==> config.mk <==
export PLATFORM = sky130hd
export DESIGN_NAME = add_seq_ctrl_flat
export DESIGN_NICKNAME = d
export VERILOG_FILES = /design/src/rtl/add_seq_ctrl_if.sv /design/src/rtl/add_seq_ctrl.sv /design/src/flat_wrapper.sv
export SDC_FILE = /design/constraint.sdc
export NUM_CORES = 1
export LEC_CHECK = 0
export CORE_MARGIN = 1.5
export CORE_UTILIZATION = 50
export DETAILED_ROUTE_END_ITERATION = 10
export GPL_TIMING_DRIVEN = 0
export PLACE_DENSITY_LB_ADDON = 0.2
export SETUP_SLACK_MARGIN = 0.02
export SLEW_MARGIN = 20
export SYNTH_ARGS = -nofsm -noshare
export SYNTH_HDL_FRONTEND = slang
export SYNTH_SLANG_ARGS = --single-unit
==> constraint.sdc <==
create_clock -name clk -period 7.72 [get_ports clk]
set_clock_uncertainty 0.15 [all_clocks]
set_input_delay 1.544 -clock clk [delete_from_list [all_inputs] [get_ports clk]]
set_output_delay 1.544 -clock clk [all_outputs]
set_load 0.01 [all_outputs]
==> src/rtl/add_seq_ctrl_if.sv <==
// add_seq_ctrl_if: signal bundle between the add job sequencer and its neighbours.
//   in_*    : operand pairs from the register front-end (valid/ready)
//   add_*   : operands/enable out to `add`, done/sum back from it
//   res_*   : captured result towards the consumer (valid/ready)
//   busy, job_cnt, err : status
// Modports:
//   master : the sequencer side (add_seq_ctrl)
//   slave  : the environment side (front-end, `add`, result consumer)
interface add_seq_ctrl_if #(
    parameter int unsigned WIDTH = 3
);
    logic             in_valid;
    logic             in_ready;
    logic [WIDTH-1:0] in_a;
    logic [WIDTH-1:0] in_b;
    logic [WIDTH-1:0] add_num1;
    logic [WIDTH-1:0] add_num2;
    logic             add_enable;
    logic             add_done;
    logic [WIDTH-1:0] add_sum;
    logic             res_valid;
    logic             res_ready;
    logic [WIDTH-1:0] res_sum;
    logic             busy;
    logic [7:0]       job_cnt;
    logic             err;

    modport master (
        input  in_valid, in_a, in_b, add_done, add_sum, res_ready,
        output in_ready, add_num1, add_num2, add_enable,
               res_valid, res_sum, busy, job_cnt, err
    );

    modport slave (
        output in_valid, in_a, in_b, add_done, add_sum, res_ready,
        input  in_ready, add_num1, add_num2, add_enable,
               res_valid, res_sum, busy, job_cnt, err
    );
endinterface

==> src/rtl/add_seq_ctrl.sv <==
// add_seq_ctrl: upstream job sequencer for the `add` operator.
// Buffers operand pairs in a DEPTH-entry FIFO, issues them one at a time to
// `add` (registered num1/num2 plus a one-cycle enable), waits for the full
// done pulse, captures sum on done's falling edge and holds it on the result
// port until accepted.
// Ports:
//   clk   : clock, rising edge
//   reset : asynchronous, active-high; clears all state
//   bus   : add_seq_ctrl_if.master (operand input, add interface, result
//           output, busy/job_cnt/err status)
// Parameters: WIDTH (operand/sum width), DEPTH (FIFO entries, power of two,
//   >=2), TIMEOUT (watchdog limit in cycles).
// Optional feature: define ADD_SEQ_TIMEOUT_EN to enable the watchdog that
//   abandons a job when done does not complete within TIMEOUT cycles and sets
//   the sticky err flag. Without it the wait states wait forever, err = 0.
module add_seq_ctrl #(
    parameter int unsigned WIDTH   = 3,
    parameter int unsigned DEPTH   = 4,
    parameter int unsigned TIMEOUT = 4096
) (
    input  logic           clk,
    input  logic           reset,
    add_seq_ctrl_if.master bus
);
    localparam int unsigned AW = $clog2(DEPTH);

    typedef enum logic [1:0] {
        S_IDLE,
        S_ISSUE,
        S_WAIT_HI,
        S_WAIT_LO
    } state_t;

    state_t state_q, state_d;

    // Operand FIFO
    logic [WIDTH-1:0] mem_a_q [DEPTH];
    logic [WIDTH-1:0] mem_b_q [DEPTH];
    logic [AW-1:0]    wr_ptr_q, rd_ptr_q;
    logic [AW:0]      count_q, count_d;
    logic             in_ready_q, in_ready_d;
    logic             push, pop, empty;

    // Job / result registers
    logic [WIDTH-1:0] num1_q, num1_d;
    logic [WIDTH-1:0] num2_q, num2_d;
    logic             enable_q, enable_d;
    logic             res_valid_q, res_valid_d;
    logic [WIDTH-1:0] res_sum_q, res_sum_d;
    logic [7:0]       job_cnt_q, job_cnt_d;

`ifdef ADD_SEQ_TIMEOUT_EN
    localparam int unsigned WDW = $clog2(TIMEOUT) + 1;
    logic [WDW-1:0] wdog_q, wdog_d;
    logic           err_q, err_d;
`endif

    assign push  = bus.in_valid && in_ready_q;
    assign empty = (count_q == '0);

    // in_ready is registered from the next occupancy, so a pop only frees
    // the slot for pushes from the following cycle.
    always_comb begin
        count_d = count_q;
        case ({push, pop})
            2'b10:   count_d = count_q + 1'b1;
            2'b01:   count_d = count_q - 1'b1;
            default: count_d = count_q;
        endcase
        in_ready_d = (count_d != (AW+1)'(DEPTH));
    end

    always_ff @(posedge clk or posedge reset) begin
        if (reset) begin
            wr_ptr_q   <= '0;
            rd_ptr_q   <= '0;
            count_q    <= '0;
            in_ready_q <= 1'b1;
            for (int unsigned i = 0; i < DEPTH; i++) begin
                mem_a_q[i] <= '0;
                mem_b_q[i] <= '0;
            end
        end else begin
            count_q    <= count_d;
            in_ready_q <= in_ready_d;
            if (push) begin
                mem_a_q[wr_ptr_q] <= bus.in_a;
                mem_b_q[wr_ptr_q] <= bus.in_b;
                wr_ptr_q          <= wr_ptr_q + 1'b1;
            end
            if (pop) begin
                rd_ptr_q <= rd_ptr_q + 1'b1;
            end
        end
    end

    always_comb begin
        state_d     = state_q;
        num1_d      = num1_q;
        num2_d      = num2_q;
        enable_d    = 1'b0;
        res_valid_d = res_valid_q;
        res_sum_d   = res_sum_q;
        job_cnt_d   = job_cnt_q;
        pop         = 1'b0;
`ifdef ADD_SEQ_TIMEOUT_EN
        wdog_d      = wdog_q;
        err_d       = err_q;
`endif

        if (res_valid_q && bus.res_ready) begin
            res_valid_d = 1'b0;
        end

        case (state_q)
            S_IDLE: begin
                // A late done from an abandoned job also holds off issue.
                if (!empty && !res_valid_q && !bus.add_done) begin
                    num1_d   = mem_a_q[rd_ptr_q];
                    num2_d   = mem_b_q[rd_ptr_q];
                    enable_d = 1'b1;
                    state_d  = S_ISSUE;
                end
            end
            S_ISSUE: begin
                state_d = S_WAIT_HI;
`ifdef ADD_SEQ_TIMEOUT_EN
                wdog_d  = '0;
`endif
            end
            S_WAIT_HI: begin
                if (bus.add_done) begin
                    state_d = S_WAIT_LO;
                end
            end
            S_WAIT_LO: begin
                // `add` updates sum only after done rises, so the stable
                // value is taken on done's falling edge.
                if (!bus.add_done) begin
                    res_sum_d   = bus.add_sum;
                    res_valid_d = 1'b1;
                    pop         = 1'b1;
                    job_cnt_d   = job_cnt_q + 8'd1;
                    state_d     = S_IDLE;
                end
            end
            default: state_d = S_IDLE;
        endcase

`ifdef ADD_SEQ_TIMEOUT_EN
        // Normal completion in the same cycle takes priority over expiry.
        if ((state_q == S_WAIT_HI || state_q == S_WAIT_LO) && state_d != S_IDLE) begin
            if (wdog_q == WDW'(TIMEOUT)) begin
                pop     = 1'b1;
                err_d   = 1'b1;
                state_d = S_IDLE;
            end else begin
                wdog_d = wdog_q + 1'b1;
            end
        end
`endif
    end

    always_ff @(posedge clk or posedge reset) begin
        if (reset) begin
            state_q     <= S_IDLE;
            num1_q      <= '0;
            num2_q      <= '0;
            enable_q    <= 1'b0;
            res_valid_q <= 1'b0;
            res_sum_q   <= '0;
            job_cnt_q   <= '0;
        end else begin
            state_q     <= state_d;
            num1_q      <= num1_d;
            num2_q      <= num2_d;
            enable_q    <= enable_d;
            res_valid_q <= res_valid_d;
            res_sum_q   <= res_sum_d;
            job_cnt_q   <= job_cnt_d;
        end
    end

`ifdef ADD_SEQ_TIMEOUT_EN
    always_ff @(posedge clk or posedge reset) begin
        if (reset) begin
            wdog_q <= '0;
            err_q  <= 1'b0;
        end else begin
            wdog_q <= wdog_d;
            err_q  <= err_d;
        end
    end

    assign bus.err = err_q;
`else
    assign bus.err = 1'b0;
`endif

    assign bus.in_ready   = in_ready_q;
    assign bus.add_num1   = num1_q;
    assign bus.add_num2   = num2_q;
    assign bus.add_enable = enable_q;
    assign bus.res_valid  = res_valid_q;
    assign bus.res_sum    = res_sum_q;
    assign bus.busy       = (state_q != S_IDLE);
    assign bus.job_cnt    = job_cnt_q;
endmodule

==> src/flat_wrapper.sv <==
// flat-port wrapper written by rule: the top's interface ports become plain ports
module add_seq_ctrl_flat 
#(
    parameter int unsigned WIDTH   = 3,
    parameter int unsigned DEPTH   = 4,
    parameter int unsigned TIMEOUT = 4096
)
  (clk, reset, bus_in_valid, bus_in_a, bus_in_b, bus_add_done, bus_add_sum, bus_res_ready, bus_in_ready, bus_add_num1, bus_add_num2, bus_add_enable, bus_res_valid, bus_res_sum, bus_busy, bus_job_cnt, bus_err);
  add_seq_ctrl_if #(.WIDTH(WIDTH)) bus_i ();
  input  logic clk;
  input  logic reset;
  input wire logic [$bits(bus_i.in_valid)-1:0] bus_in_valid;
  input wire logic [$bits(bus_i.in_a)-1:0] bus_in_a;
  input wire logic [$bits(bus_i.in_b)-1:0] bus_in_b;
  input wire logic [$bits(bus_i.add_done)-1:0] bus_add_done;
  input wire logic [$bits(bus_i.add_sum)-1:0] bus_add_sum;
  input wire logic [$bits(bus_i.res_ready)-1:0] bus_res_ready;
  output wire logic [$bits(bus_i.in_ready)-1:0] bus_in_ready;
  output wire logic [$bits(bus_i.add_num1)-1:0] bus_add_num1;
  output wire logic [$bits(bus_i.add_num2)-1:0] bus_add_num2;
  output wire logic [$bits(bus_i.add_enable)-1:0] bus_add_enable;
  output wire logic [$bits(bus_i.res_valid)-1:0] bus_res_valid;
  output wire logic [$bits(bus_i.res_sum)-1:0] bus_res_sum;
  output wire logic [$bits(bus_i.busy)-1:0] bus_busy;
  output wire logic [$bits(bus_i.job_cnt)-1:0] bus_job_cnt;
  output wire logic [$bits(bus_i.err)-1:0] bus_err;
  assign bus_i.in_valid = bus_in_valid;
  assign bus_i.in_a = bus_in_a;
  assign bus_i.in_b = bus_in_b;
  assign bus_i.add_done = bus_add_done;
  assign bus_i.add_sum = bus_add_sum;
  assign bus_i.res_ready = bus_res_ready;
  assign bus_in_ready = bus_i.in_ready;
  assign bus_add_num1 = bus_i.add_num1;
  assign bus_add_num2 = bus_i.add_num2;
  assign bus_add_enable = bus_i.add_enable;
  assign bus_res_valid = bus_i.res_valid;
  assign bus_res_sum = bus_i.res_sum;
  assign bus_busy = bus_i.busy;
  assign bus_job_cnt = bus_i.job_cnt;
  assign bus_err = bus_i.err;
  add_seq_ctrl #(.WIDTH(WIDTH), .DEPTH(DEPTH), .TIMEOUT(TIMEOUT)) u_core (.clk(clk), .reset(reset), .bus(bus_i));
endmodule
Yosys cells after proc, flatten, opt, wreduce, memory -nomap -nowiden

Cells that the tools add are included.

Flip-flop bits (word level): 53
Input bits: 14
Output and inout port bits: 22
Logic and storage cells: 75

Add/subtract/negate cells: 5
Order comparisons: 3
Eq/ne operators: 9
Multiplexer cells: 22
Bitwise gates (word level): 3
Reduce and logical (&&, ||, !) cells: 14

Operators with widths:

| cell                                                        | number |
|---|---|
| bitwise mux 12 bit                                          | 2 |
| 2-to-1 mux 3 bit                                            | 5 |
| binary-select mux 3 bit (select 2 bit)                      | 2 |
| adder 8 x 1 -> 8 bit (second input constant)                | 1 |
| one-hot mux 2 bit (4 select lines)                          | 1 |
| 2-to-1 mux 1 bit                                            | 7 |
| demux 3 bit (select 2 bit)                                  | 1 |
| equality test 2 bit (second input constant)                 | 3 |
| greater-or-equal comparator 3 bit (second input constant)   | 2 |
| 2-to-1 mux 2 bit                                            | 3 |
| inverter 2 -> 3 bit                                         | 2 |
| one-hot mux 3 bit (2 select lines)                          | 1 |
| logical AND 1 bit                                           | 5 |
| adder 2 x 1 -> 2 bit (second input constant)                | 2 |
| equality test 2 x 1 -> 1 bit (second input constant)        | 2 |
| != test 2 bit (second input constant)                       | 2 |
| AND reduction 2 bit                                         | 2 |
| adder 3 x 1 -> 3 bit (second input constant)                | 1 |
| logical NOT 1 bit                                           | 3 |
| logical NOT 3 bit                                           | 1 |
| less-than comparator 3 x 1 -> 1 bit (second input constant) | 1 |
| != test 3 bit (second input constant)                       | 1 |
| AND reduction 3 bit                                         | 1 |
| subtractor 3 x 1 -> 3 bit (second input constant)           | 1 |
| 4 further kinds                                             | 4 |

Longest topological paths before layout

Depth after elaboration: 6
Mapped depth: 9
Mapped depth without buffers: 8

Worst setup path before layout

OpenSTA, ideal clock, no wires.

Path type: input -> register
From: input port bus_add_done
To: register u_core.count_q[2]
Setup time: 0.127 ns
Arrival time: 3.217 ns
Required time: 7.443 ns
Slack: 4.226 ns
Stages on the path: 8
Path buffers: 1
Path through: nor2b_1 -> buf_2 -> ha_1 -> inv_1 -> fa_1 -> xor2_1 -> o21a_1 -> or2_2

Word-level cells in the longest chain between the ends: 4
Elaborated cells on any way between the ends: 5
Classes of those cells: eq/ne: 2; mux: 3

Ends and longest elaborated chain:

| what                                                                | line                | text |
|---|---|---|
| from (decl)                                                         | flat_wrapper.sv:15  | `input wire logic [$bits(bus_i.add_done)-1:0] bus_add_done;` |
| 2-to-1 mux 1 bit *                                                  | add_seq_ctrl.sv:139 | `if (!bus.add_done) begin` |
| 2-to-1 mux 1 bit *                                                  | add_seq_ctrl.sv:115 | `case (state_q)` |
| via u_core.pop                                                      | add_seq_ctrl.sv:42  | `logic push, pop, empty;` |
| equality test 2 x 1 -> 1 bit or equality test 2 bit (tied branches) | add_seq_ctrl.sv:65  | `case ({push, pop})` |
| one-hot mux 3 bit (2 select lines) *                                | add_seq_ctrl.sv:65  |  |
| via u_core.count_d[2]                                               | add_seq_ctrl.sv:40  | `logic [AW:0] count_q, count_d;` |
| to (signal assigned)                                                | add_seq_ctrl.sv:84  | `count_q <= count_d;` |
| to (decl)                                                           | add_seq_ctrl.sv:40  |  |

Mark *: on every way through the listed nets, which the timed path passes. The rest lies on a longest branch.
A chain may end at the register's enable or synchronous reset.

Worst setup path in the final report

Same ends and word-level chain as after synthesis.

==> impl_metrics.env <==
export IMPL_drt_wl_total_mm=4.47
export IMPL_grt_pass1_vias=1532
export IMPL_drive_gt1_frac=0.283
export IMPL_syn_to_final_growth_pct=21.3
export IMPL_design_die_area_sq_um=5290
export IMPL_cp_max_fo=10
export IMPL_drc=0
export IMPL_grt_pass1_wl_mm=7.35
export IMPL_reg2reg_depth=9
export IMPL_finish_utilization=0.629
export IMPL_h_tree_depth=2
export IMPL_m1WireLength_mm=2.00
export IMPL_io_pins=36
export IMPL_cts_hold_buf=0
export IMPL_synth_cells=170
export IMPL_die_x_microns=72.7
export IMPL_fmax_ghz=0.251
export IMPL_synth_top_cell_by_area="dfrtp_1"
export IMPL_cts_sinks=53
export IMPL_hpwl_mm=3.20
export IMPL_yosysSeqAreaShare=0.546
export IMPL_worst_ep_required_time_ns=7.75
export IMPL_initial_utilization=0.518
export IMPL_synth_most_common_cell="dfrtp_1"
export IMPL_post_cts_buffers=0
export IMPL_layout_min_cycle_time_ns=3.99
export IMPL_clockRootBuffer="clkbuf_8"
export IMPL_initialDrtViolationCount=82
export IMPL_drtPass1Iterations=4
export IMPL_top_layer="met4"
export IMPL_via_per_inst=5.48
export IMPL_std_cell_rows=25
export IMPL_yosysTopAreaCellShare=0.535
export IMPL_grt_overflow_total=0
export IMPL_hold_viol_final=0
export IMPL_yosysWarnings=0
export IMPL_wl_met3_microns=161
export IMPL_synth_fp_nets=195
export IMPL_wl_per_cell_microns=16.8
export IMPL_cts_repair_resized=0
export IMPL_wl_met2_mm=2.23
export IMPL_async_flop_share=1.00
export IMPL_drv_cap=0
export IMPL_clockBufferDepth=2
export IMPL_rsz0062_at_grt="no"
export IMPL_fp_dieH_microns=72.7
export IMPL_leakagePower_nw=1.30
export IMPL_vdd_drop_max_uv=190
export IMPL_synth_common_cells="dfrtp_1, mux2_2, inv_1, ha_1, xnor2_1"
export IMPL_clk_pin_slew_worst_paths_ns=0.09
export IMPL_status="finished, final reports clean"
export IMPL_synth_seq_cells=53
export IMPL_finalSetupTns_ns=0
export IMPL_power_density_nw_per_um2=394
export IMPL_hold_path_class="flop to flop"
export IMPL_syn_area_sq_um=2430
export IMPL_min_path_cells=1
export IMPL_clkLatencyLatePin_ns=0.30
export IMPL_syn_avg_cell_area_sq_um=14.3
export IMPL_antenna_found_initial=0
export IMPL_synth_flop_cell="dfrtp_1"
export IMPL_synth_edff_count=0
export IMPL_yosysUniqueCellTypes=34
export IMPL_setup_viol=0
export IMPL_worst_ep_arrival_time_ns=4.02
export IMPL_criticalPathCategory="input port to flop"
export IMPL_nets=237
export IMPL_postRouteAntennaNets=0
export IMPL_grt_max_degree=36
export IMPL_drv_slew=0
export IMPL_cts_tree="yes"
export IMPL_grtUsageTotal=0.190
export IMPL_cts_buffers=5
export IMPL_diodes=0
export IMPL_crit_path_start_kind="input port"
export IMPL_synth_area_top_cells="dfrtp_1, mux2_2, mux4_2"
export IMPL_place_congestion=0.751
export IMPL_vias=1458
export IMPL_end_kind="flop"
export IMPL_portBuffers=34
export IMPL_core_area_sq_um=4690
export IMPL_post_route_period_util=0.517
-- metrics by stage --
stage               cell area, sq um  instances  setup WS, ns  hold WS [ns]  power (W)
floorplan                       2430        170          4.23         0.324   0.000833
global placement                2840        258          3.52         0.314   0.000976
detailed placement              2860        259          3.42         0.333    0.00102
CTS                             2950        266          3.74         0.351    0.00118
global route                    2950        266          3.53         0.365    0.00125
finish                          2950        266          3.73         0.338    0.00116
-- cell families (layout without fill, tap and decap cells) --
logic type / count (synthesis) / after routing / synth area share
flip-flops: 53 / 53 / 0.546
other: 1 / 1 / 0.00154
buffers and inverters: 15 / 57 / 0.0314
XOR/XNOR: 12 / 12 / 0.0432
adder cells (fa/ha/maj): 11 / 11 / 0.0597
multiplexers: 42 / 42 / 0.224
AO/OA/AOI/OAI: 9 / 9 / 0.0262
AND/OR/NAND/NOR: 27 / 27 / 0.0684
-- layout make-up --
cell class              count  area (sq um)
inverters                  11          41.3
clock inverters             1          7.51
repair buffers             35           360
plain buffers               4          35.0
multi-input cells         102          1030
flip-flops and latches     53          1330
clock buffers               6          82.6
well taps                  54          67.6
fillers                   344          1740
-- critical path: stages --
cell and delay (ns):
clkdlybuf4s50_1 0.52, nor2b_1 0.25, buf_2 0.32, ha_1 0.24
inv_1 0.07, fa_1 0.43, xor2_1 0.17, o21a_1 0.18
or2_2 0.29
-- metal layers --
layer  GRT usage  vias up
met5           0        -
met4      0.0692        0
met3      0.0483        8
met2       0.318       32
met1       0.238      742
li1            -      676
-- cells in the final DEF, fill, tap and decap left out, types with 2 or more instances in the layout --
cell type        instances
nor2_1                   2
mux4_2                   6
o21a_1                   2
a211oi_1                 2
inv_1                   10
buf_6                    2
mux2_2                  35
a21o_1                   2
ha_1                    10
nand3_1                  4
xor2_1                   3
dfrtp_1                 52
clkbuf_8                 6
nand2_1                  5
or2_2                    2
nor3_1                   2
clkdlybuf4s50_1         34
xnor2_1                  9
nand4_1                  4
-- report_power, final --
group / internal [W] / switching (W)
Sequential: 0.000409 / 0.0000874
Clock: 0.0000711 / 0.0000868
Combinational: 0.000308 / 0.000201
-- flip-flops by register name, summed over array words and instances (netlist names) --
| name | count |
|---|---|
| u_core.count_q | 3 |
| u_core.wr_ptr_q | 2 |
| u_core.bus.add_num1 | 3 |
| u_core.rd_ptr_q | 2 |
| u_core.bus.add_num2 | 3 |
| u_core.bus.in_ready | 1 |
| u_core.bus.res_valid | 1 |
| u_core.bus.job_cnt | 8 |
| u_core.bus.res_sum | 3 |
| u_core.mem_a_q | 12 |
| u_core.bus.add_enable | 1 |
| u_core.state_q | 2 |
| u_core.mem_b_q | 12 |
-- path summary, 6_finish.rpt --
path	start	endpoint	slack, ns
setup reg to reg	u_core.state_q[0]	u_core.count_q[2]	4.85
setup / recovery	bus_add_done	u_core.count_q[2]	3.73
min in group asynchronous	reset	u_core.bus.job_cnt[5]	1.40
hold / removal	u_core.bus.job_cnt[7]	u_core.bus.job_cnt[7]	0.34
max in group asynchronous	reset	u_core.bus.in_ready	5.42
hold reg to reg	u_core.bus.job_cnt[7]	u_core.bus.job_cnt[7]	0.34
Power figures use the tool's default switching activity.
